==> config.mk <==
export PLATFORM = sky130hd
export DESIGN_NAME = li_reg_multi
export DESIGN_NICKNAME = d
export VERILOG_FILES = /design/src/rtl/li_reg_multi.sv
export SDC_FILE = /design/constraint.sdc
export NUM_CORES = 1
export LEC_CHECK = 0
export CORE_MARGIN = 2
export CORE_UTILIZATION = 50
export CTS_CLUSTER_DIAMETER = 100
export DETAILED_ROUTE_END_ITERATION = 12
export PLACE_DENSITY = 0.83
export REMOVE_ABC_BUFFERS = 1
export SYNTH_ARGS = -nofsm -noshare
export SYNTH_HDL_FRONTEND = slang
export SYNTH_SLANG_ARGS = --single-unit
==> constraint.sdc <==
create_clock -name CLK -period 2.5 [get_ports CLK]
set_input_delay 0.375 -clock CLK [delete_from_list [all_inputs] [get_ports CLK]]
set_output_delay 0.375 -clock CLK [all_outputs]
set_load 0.01 [all_outputs]
==> src/rtl/li_reg_multi.sv <==
// Latency-insensitive register with a DEPTH-token queue fanned out to READERS consumers.
// The head token retires only once every reader has taken it; writes resolve against the last value.
module li_reg_multi #(
    parameter int                 WIDTH   = 8,
    parameter logic [WIDTH-1:0]   INIT    = {WIDTH{1'b0}},
    parameter int                 DEPTH   = 2,
    parameter int                 READERS = 2
) (
    input  logic                         CLK,
    input  logic                         RST_N,
    input  logic [WIDTH-1:0]             IN_WRITE,
    input  logic                         IN_WRITE_VALID,
    output logic                         IN_WRITE_CONSUMED,
    input  logic                         IN_EN_WRITE,
    input  logic                         IN_EN_WRITE_VALID,
    output logic                         IN_EN_WRITE_CONSUMED,
    output logic [WIDTH-1:0]             OUT_READ,
    output logic [READERS-1:0]           OUT_READ_VALID,
    input  logic [READERS-1:0]           OUT_READ_CONSUMED,
    output logic [$clog2(DEPTH+1)-1:0]   COUNT
);

    localparam int CW = $clog2(DEPTH + 1);
    localparam int PW = $clog2(DEPTH);
    localparam logic [CW-1:0] DEPTH_C  = CW'(DEPTH);
    localparam logic [CW-1:0] CNT_ONE  = CW'(1'b1);
    localparam logic [PW-1:0] PTR_ONE  = PW'(1'b1);
    localparam logic [PW-1:0] LAST_PTR = PW'(DEPTH - 1);

    logic [WIDTH-1:0]   mem_r [DEPTH];
    logic [PW-1:0]      head_r;
    logic [PW-1:0]      tail_r;
    logic [CW-1:0]      count_r;
    logic [WIDTH-1:0]   last_data_r;
    logic [READERS-1:0] done_r;

    logic               inp_valid_s;
    logic               accept_s;
    logic               enq_s;
    logic               not_empty_s;
    logic               retire_s;
    logic [WIDTH-1:0]   resolved_s;
    logic [WIDTH-1:0]   read_s;
    logic [READERS-1:0] valid_s;
    logic [READERS-1:0] fire_s;

    // Circular pointers wrap at DEPTH-1, which need not be a power of two.
    function automatic logic [PW-1:0] ptr_inc(input logic [PW-1:0] p);
        if (p == LAST_PTR) begin
            return {PW{1'b0}};
        end else begin
            return p + PW'(1'b1);
        end
    endfunction

    // Handshake, resolve and retire decisions; acceptance never looks at reader consumes.
    always_comb begin
        inp_valid_s = IN_WRITE_VALID & IN_EN_WRITE_VALID;
        not_empty_s = (count_r != {CW{1'b0}});
        if (inp_valid_s) begin
            accept_s = (count_r < DEPTH_C);
        end else begin
            accept_s = 1'b1;
        end
        enq_s = inp_valid_s & (count_r < DEPTH_C);
        if (IN_EN_WRITE) begin
            resolved_s = IN_WRITE;
        end else begin
            resolved_s = last_data_r;
        end
        if (not_empty_s) begin
            read_s = mem_r[head_r];
        end else begin
            read_s = last_data_r;
        end
        valid_s  = {READERS{not_empty_s}} & ~done_r;
        fire_s   = valid_s & OUT_READ_CONSUMED;
        retire_s = not_empty_s & (&(done_r | fire_s));
    end

    assign IN_WRITE_CONSUMED    = accept_s;
    assign IN_EN_WRITE_CONSUMED = accept_s;
    assign OUT_READ             = read_s;
    assign OUT_READ_VALID       = valid_s;
    assign COUNT                = count_r;

    // Queue storage, pointers, occupancy and per-reader consumed flags.
    always_ff @(posedge CLK) begin
        if (!RST_N) begin
            for (int i = 0; i < DEPTH; i++) begin
                mem_r[i] <= INIT;
            end
            head_r      <= {PW{1'b0}};
            tail_r      <= PTR_ONE;
            count_r     <= CNT_ONE;
            last_data_r <= INIT;
            done_r      <= {READERS{1'b0}};
        end else begin
            if (enq_s) begin
                mem_r[tail_r] <= resolved_s;
                last_data_r   <= resolved_s;
                tail_r        <= ptr_inc(tail_r);
            end else begin
                last_data_r   <= last_data_r;
                tail_r        <= tail_r;
            end
            if (retire_s) begin
                head_r <= ptr_inc(head_r);
                done_r <= {READERS{1'b0}};
            end else begin
                head_r <= head_r;
                done_r <= done_r | fire_s;
            end
            case ({enq_s, retire_s})
                2'b10:   count_r <= count_r + CNT_ONE;
                2'b01:   count_r <= count_r - CNT_ONE;
                default: count_r <= count_r;
            endcase
        end
    end

endmodule

# Word level (Yosys, flattened, before mapping)
# Memories as Yosys holds them, arrays and structs flattened. A register that Yosys moved wholly into a read port is not among the register bits.
# Index checks and enable logic that the tools add are counted.
# W data, S select, Z words.
# totals
output_inout_bits	14
mem_bits_rw	16
memories	1
register_bits	14
input_bits	15
# classes
eq_ne	2
addsub	4
reduce_logical	5
muxes	15
bitwise_logic	8
order_cmp	1
# memory_table
name	words	word_bits	rd	rd_ports_with_merged_regs	write_ports	line_no	rtl
mem_r	2	8	1	1	2	30	logic [WIDTH-1:0] mem_r [DEPTH];
# ops
cell	count
$mux W8	3
$mux W1	11
$reduce_or A8 Y1	1
$and A2 B2 Y2	2
$pmux W2 S2	1
$reduce_bool A2 Y1	2
$and A1 B1 Y1	3
$add A1 B1 Y1 const B	2
$add A2 B1 Y2 const B	1
$eq A2 B1 Y1 const B	1
$eq A2 B2 Y1 const B	1
$lt A2 B2 Y1 const B	1
$not A2 Y2	1
$or A2 B2 Y2	1
$reduce_and A2 Y1	1
$reduce_or A2 Y1	1
$sub A2 B1 Y2 const B	1
$not A1 Y1	1

# Depth between registers and ports, before layout
# Gate-level depths: netlist of the first run.
# logic_depth
word_depth	8
mapped_depth	7
mapped_depth_nobuf	6

# Worst setup path before layout of the first run
# OpenSTA, ideal clock, no wires.
# synth_path
path_type	flip-flop to flip-flop
startpoint	register count_r[1] (netlist: COUNT[1])
endpoint	memory mem_r[0][0] (enable)
period_less_slack_ns	1.780
arrival_time_ns	1.396
n_path_buf	1
path_stages_with_launch	5
slack_ns	0.720
required_time_ns	2.116
cell_sequence	dfxtp_1 and3b_1 buf_2 inv_1 o21ai_0
# synth_rtl
item	line_no	rtl
start: declaration	33	logic [CW-1:0] count_r;
start signal: assignment	115	2'b10: count_r <= count_r + CNT_ONE;
start signal: assignment	116	2'b01: count_r <= count_r - CNT_ONE;
start signal: assignment	117	default: count_r <= count_r;
end: declaration	30	

==> results of run 1 <==
==> worst register-to-register path, stage by stage, from the launching register on <==
cell,delay [ps]
dfxtp_1,380
nor2_1,140
buf_4,250
nor2_1,90
ha_1,320
or3_1,360
a21boi_1,140
==> placed cells by master, fill, tap and decap left out, types with 2 or more instances in the layout <==
| cell | count |
|---|---|
| dfxtp_1 | 15 |
| nor2_1 | 22 |
| clkbuf_1 | 3 |
| clkdlybuf4s50_1 | 28 |
| buf_4 | 4 |
| a21oi_1 | 2 |
| nand3_1 | 9 |
| clkbuf_4 | 5 |
| xnor2_1 | 2 |
| o21ai_0 | 19 |
| edfxtp_1 | 16 |
| nand2_1 | 19 |
| a21boi_1 | 3 |
| or3_1 | 2 |
| mux2i_1 | 16 |
==> cells by family after synthesis <==
group | Yosys count | share of synthesized area
AO/OA/AOI/OAI | 26 | 0.09602
XOR/XNOR | 3 | 0.01817
adder cells (fa/ha/maj) | 1 | 0.008649
buffers and inverters | 11 | 0.03892
flip-flops | 31 | 0.5398
multiplexers | 16 | 0.1107
AND/OR/NAND/NOR | 57 | 0.1877
==> where the power goes <==
| part | internal (uW) | switching, uW |
|---|---|---|
| Sequential | 599 | 66.3 |
| Combinational | 284 | 250 |
| Clock | 112 | 159 |
| Total | 995 | 476 |
==> flip-flops by register name, summed over array words and instances, names as in the netlist, named ones only <==
name	flops
mem_r	16
COUNT	2
done_r	2
tail_r	1
head_r	1
last_data_r	8
==> stage by stage <==
stage	util	power (uW)	hold slack, ps
floorplan	-	932.0	436.9
global placement	0.6320	1191	469.1
detailed placement	0.6320	1216	482.8
CTS	0.6497	1481	499.1
global route	0.6497	1559	519.0
finish	0.6497	1471	498.9
==> path summary, 6_finish.rpt <==
kind,to,cells past startpoint,slack (ps)
min reg2reg,last_data_r[0],2,500
max,OUT_READ[7],3,260
min,last_data_r[0],2,500
max reg2reg,COUNT[1],6,770
==> layout make-up <==
| type | instances | area (um2) |
|---|---|---|
| Timing Repair Buffer | 32 | 310.3 |
| Multi-Input combinational cell | 103 | 609.3 |
| Clock buffer | 8 | 48.80 |
| Sequential cell | 31 | 780.7 |
| Inverter | 1 | 3.754 |
| Tap cell | 31 | 38.79 |
| Fill cell | 216 | 965.9 |
==> layer usage <==
metal	wire length [um]	global-route usage	vias up
li1	-	-	563
met1	1269	0.2536	524
met2	1463	0.3295	35
met3	164	0.06027	9
met4	97	0.1063	0
met5	0	0	-
==> summary.txt, run 1 <==
Status
  • Status: completed

Yosys
  • Top cells by area, synth: edfxtp_1 (33%), dfxtp_1 (21%), mux2i_1 (11%)
  • Biggest area consumer among synthesized cells: edfxtp_1
  • Sequential share of the synthesized area: 0.5398
  • Synth cell count leaders: nor2_1 (22), nand2_1 (19), o21ai_0 (19)
  • Mapped Avg Cell Area: 9.975 um2
  • Top-count cell post-synth: nor2_1
  • Post-synth cell types: 25
  • Count of state elements after synthesis: 31
  • Async set-reset flop share out of synthesis: 0
  • Top_reg_cell synth: edfxtp_1
  • Synth Warn #: 0
  • Post-Syn Area: 0.001446 mm2
  • Top-area cell type share of the netlist area: 0.3322
  • Post-synth EDFFs: 16
  • Post-synthesis cell count: 145

Placement
  • Post-place setup slack: 288.9 ps
  • Post-DP HPWL: 2142 um
  • GPL Wtd Cong: 0.7514
  • Placement Cell Area: 0.001743 mm2
  • Placed Instances: 198
  • Number of port buffers: 28

Setup path
  • CP delay by family, top: flip-flops
  • Max stage delay on crit path: 630 ps
  • Critical path type: reg -> out
  • Critical path buffers and inverters: 1
  • Crit path max fanout: 8
  • Startpoint Class: flop
  • Worst-path cell chain: mux2i_1, o21ai_0, clkdlybuf4s50_1
  • Worst EP arrival: 1860 ps
  • R2r startpoint: COUNT[1]
  • Worst EP required: 2120 ps
  • Worst path slowest cell: dfxtp_1
  • Crit. End Element: output port

Die
  • Core box area: 0.002758 mm2
  • Ports: 29
  • Row count: 19
  • Chip height: 57.79 um
  • Starting Density: 0.5245
  • Die X: 57.79 um
  • Die ar.: 0.003339 mm2

Clock tree
  • Post-CTS Setup Repair Bufs: 0
  • Clock Tree Buf Depth: 2
  • Root buf cell: clkbuf_4
  • Clk sink count: 31
  • CTS tree: built
  • Cts repair resizes: 0
  • Clk Latency, worst-skew pair: 330 ps
  • Num CTS Buffers: 5
  • Reg clk slew, reported paths: 90 ps
  • Hold Buf Count CTS: 0
  • CTS HTree Levels: 2

Timing
  • Setup TNS: 0 ps
  • Tcrit/Tclk final: 0.8953
  • Final Max Slew Viols: 0
  • Setup Skew: 5.634 ps
  • Hold Violations, Final: 0
  • F_max: 446.8 MHz
  • Worst Slack Setup Final: 261.7 ps
  • Slew @ Worst Pin: 486.0 ps
  • Relative slew slack: 0.6756
  • Final setup fails: 0
  • Unrepaired setup endpoints after global routing: no
  • Post-route minimum period: 2238 ps

Min path
  • Worst Hold Launch: last_data_r[0]
  • Worst hold path type: reg -> reg

Drt
  • First-pass DRT Iterations: 4
  • Routed via count: 1131
  • WL/cell: 14.53 um
  • Via density: 5.490
  • # DRC: 0
  • ANT nets after route: 0
  • DR iter-0 viols: 30
  • Routed wire length: 2994 um

Pwr
  • Pwr Density: 821.1 mW/mm2
  • LEAKAGE: 0.0006663 uW
  • Worst IR drop on VDD: 0.0006280 V

Cells and area
  • P&R area growth vs syn: 23.88%
  • Final Cell Area: 0.001792 mm2
  • Antenna cells: 0
  • Layout cell share with drive strength beyond 1: 0.07429
  • Final nets: 190
  • Fin cells: 206

Global route
  • Vias in the first global route: 1070
  • Initial antenna violation count: 0
  • GRT Total Usage: 0.2062
  • Largest net degree at the start of global routing: 26
  • First-pass GRT wire length: 5009 um
  • Gr ovfl total: 0

Job
  • Max-cap check violation count: 0
No activity file was read; power rests on OpenSTA's default activity.
==> run 2, diff against run 1 <==
GPL_ROUTABILITY_DRIVEN = 1   (was not set)
==> results of run 2 <==
No change in the layout: final DEF, timing and power equal those of run 1.
==> run 3, diff against run 2 <==
CORE_UTILIZATION = 60   (was 50)
DONT_BUFFER_PORTS = 1   (was not set)
PLACE_DENSITY = 0.81   (was 0.83)
clock period = 2.55 ns   (was 2.5 ns; I/O delays follow)
==> run 3 against run 2 <==
Compared with the run above:
- total power is 16% lower
- final area down 17%
- register-to-register slack got worse by 330 ps
- non-clock buffer count shrank 31
- cell count fell by 17%
- critical path depth rose by 2
- first-iteration DRC count down 27%
- worst hold slack lost 380 ps
- clock-buffer cell count decreased by 2
- clock power decreased by 4%
==> summary.txt, run 3 (synthesized netlist as in run 1, its figures left out) <==
Status
  • Status: completed (unchanged)

Cells and area
  • Final Cell Area: 0.001488 mm2 (was 0.001792 mm2)
  • Final Util: 0.6598 (was 0.6497)
  • Multi-input gate area: 611.8 um2 (was 609.3 um2)
  • Filler cell count: 198 (was 216)
  • Sequential cell area: 780.7 um2 (unchanged)
  • Largest Register: mem_r (unchanged)
  • Antenna cells: 0 (unchanged)
  • Commonest non-fill, non-tap cell in the layout: nor2_1 (was clkdlybuf4s50_1)
  • P&R area growth vs syn: 2.855% (was 23.88%)
  • Most frequent cells in the layout: nor2_1 (21), nand2_1 (19), o21ai_0 (19) (was clkdlybuf4s50_1 (28), nor2_1 (22), nand2_1 (19), o21ai_0 (19))
  • Final nets: 159 (was 190)
  • Layout cell share with drive strength beyond 1: 0.07639 (was 0.07429)
  • Max reg flops: 16 (unchanged)
  • Top Registers: mem_r: 16 flops, last_data_r: 8 flops (unchanged)

Setup path
  • Reg2reg setup slack: 440 ps (was 770 ps)
  • Max stage delay on crit path: 630 ps (about the same)
  • R2R cell count: 5 (was 6)
  • Crit path max fanout: 22 (was 8)
  • Worst EP arrival: 2360 ps (was 1860 ps)
  • Startpoint Class: flop (unchanged)
  • Worst-path cell chain: nor2_2, nor2_1, ha_1, or3_1, a21boi_1 (was mux2i_1, o21ai_0, clkdlybuf4s50_1)
  • Worst EP required: 2810 ps (was 2120 ps)
  • Crit. End Element: flop (was output port)
  • R2r startpoint: COUNT[1] (unchanged)
  • Critical path type: reg -> reg (was reg -> out)
  • Worst R2R End: COUNT[1] (unchanged)
  • Worst path slowest cell: nor2_2 (was dfxtp_1)

Clock tree
  • CTS tree: built (unchanged)
  • Clk sink count: 31 (unchanged)
  • Post-CTS Setup Repair Bufs: 0 (unchanged)
  • Clk Latency, worst-skew pair: 320 ps (was 330 ps)
  • CTS HTree Levels: 2 (unchanged)
  • Cts repair resizes: 0 (unchanged)
  • Hold Buf Count CTS: 0 (unchanged)
  • Root buf cell: clkbuf_4 (unchanged)
  • Clock Tree Buf Depth: 2 (unchanged)
  • Num CTS Buffers: 5 (unchanged)
  • Reg clk slew, reported paths: 90 ps (about the same)

Drt
  • WL/cell: 15.33 um (was 14.53 um)
  • DR iter-0 viols: 22 (was 30)
  • ANT nets after route: 0 (unchanged)
  • Routed via count: 1024 (was 1131)
  • First-pass DRT Iterations: 4 (unchanged)
  • Via density: 5.953 (was 5.490)
  • # DRC: 0 (unchanged)
  • Routed wire length: 2637 um (was 2994 um)

Timing
  • Hold Violations, Final: 0 (unchanged)
  • F_max: 474.2 MHz
  • Setup TNS: 0 ps (unchanged)
  • Unrepaired setup endpoints after global routing: no (unchanged)
  • Final setup fails: 0 (unchanged)
  • Final Max Slew Viols: 0 (unchanged)
  • Setup Skew: 7.436 ps (was 5.634 ps)
  • Slew @ Worst Pin: 745.6 ps (was 486.0 ps)
  • Post-route minimum period: 2109 ps
  • Tcrit/Tclk final: 0.8270
  • Relative slew slack: 0.5024 (was 0.6756)

Die
  • Ports: 29 (unchanged)
  • Chip height: 53.10 um (was 57.79 um)
  • Die ar.: 0.002820 mm2 (was 0.003339 mm2)
  • Row count: 17 (was 19)
  • Die X: 53.10 um (was 57.79 um)
  • Starting Density: 0.6415 (was 0.5245)
  • Core box area: 0.002255 mm2 (was 0.002758 mm2)

Global route
  • Largest net degree at the start of global routing: 27 (was 26)
  • Gr ovfl total: 0 (unchanged)
  • First-pass GRT wire length: 4181 um (was 5009 um)
  • Vias in the first global route: 972 (was 1070)
  • Initial antenna violation count: 0 (unchanged)
  • GRT met3 Usage: 0.08757 (was 0.06027)
  • GR Layer Usage met2: 0.3688 (was 0.3295)
  • GRT busiest layer: met2 (unchanged)
  • GRT Total Usage: 0.2228 (was 0.2062)
  • Routing usage on met1: 0.2399 (was 0.2536)

Placement
  • Number of port buffers: 0 (was 28)
  • GPL Wtd Cong: 0.7270 (was 0.7514)
  • Placement Cell Area: 0.001436 mm2 (was 0.001743 mm2)
  • Post-DP HPWL: 1765 um (was 2142 um)

Min path
  • Hold depth: 1 (was 2)
  • Hold Path End: COUNT[0] (was last_data_r[0])
  • Worst Hold Launch: RST_N (was last_data_r[0])
  • Worst hold path type: in -> reg (was reg -> reg)

Pwr
  • LEAKAGE: 0.0005431 uW (was 0.0006663 uW)
  • Pwr Density: 833.7 mW/mm2 (was 821.1 mW/mm2)
  • Total chip power: 1240 uW (was 1471 uW)
  • Worst IR drop on VDD: 0.0007378 V (was 0.0006280 V)

Job
  • Max-cap check violation count: 0 (unchanged)
-- run 3: cell count changes in the layout (fill, tap and decap cells not counted), sizes merged --
cell and delta:
buf -3, clkbuf -2, clkdlybuf4s50 -28, clkinv +2
-- run 3: cell type report --
type / count / share of cell area
sequential: 31 / 0.5248
timing repair buffer: 1 / 0.005046
clock buffer: 6 / 0.02775
multi-input combinational: 103 / 0.4113
tap: 28 / 0.02355
inverter: 1 / 0.002523
clock inverter: 2 / 0.005046
-- run 3: power breakdown --
| group | internal (uW) | switching [uW] | total (uW) | leakage, uW |
|---|---|---|---|---|
| clock network | 102 | 157 | 259 | 0.0000273 |
| logic | 119 | 200 | 319 | 0.000226 |
| registers | 587 | 75.2 | 663 | 0.000289 |
-- run 3: worst max-delay path: cells and delay by family (launching register included) --
family          cells  cell delay [ps]
fa+ha+maj           1              350
simple gates        3             1110
flops               1              410
compound gates      1              170
-- run 3: layer usage --
layer  share of wire  up-vias
met5               0        -
met4          0.0095        0
met3           0.078        2
met2            0.48       39
met1            0.43      484
li1                -      499
-- run 3: worst max path at each step --
stage,from,end,cells after the start
5_1_grt,COUNT[1],COUNT[1],5
6_report,COUNT[1],COUNT[1],5
4_1_cts,COUNT[1],OUT_READ[2],2
2_1_floorplan,COUNT[1],COUNT[1],5
3_3_place_gp,COUNT[1],COUNT[1],5
3_5_place_dp,COUNT[1],COUNT[1],5
-- run 3: through the flow --
stage	instances	hold slack (ps)	setup WS (ps)
2_1_floorplan	135	444.4	560.4
3_3_place_gp	164	449.4	238.1
3_5_place_dp	164	455.4	123.7
4_1_cts	172	107.3	68.69
5_1_grt	172	108.3	244.0
6_report	172	121.5	441.2
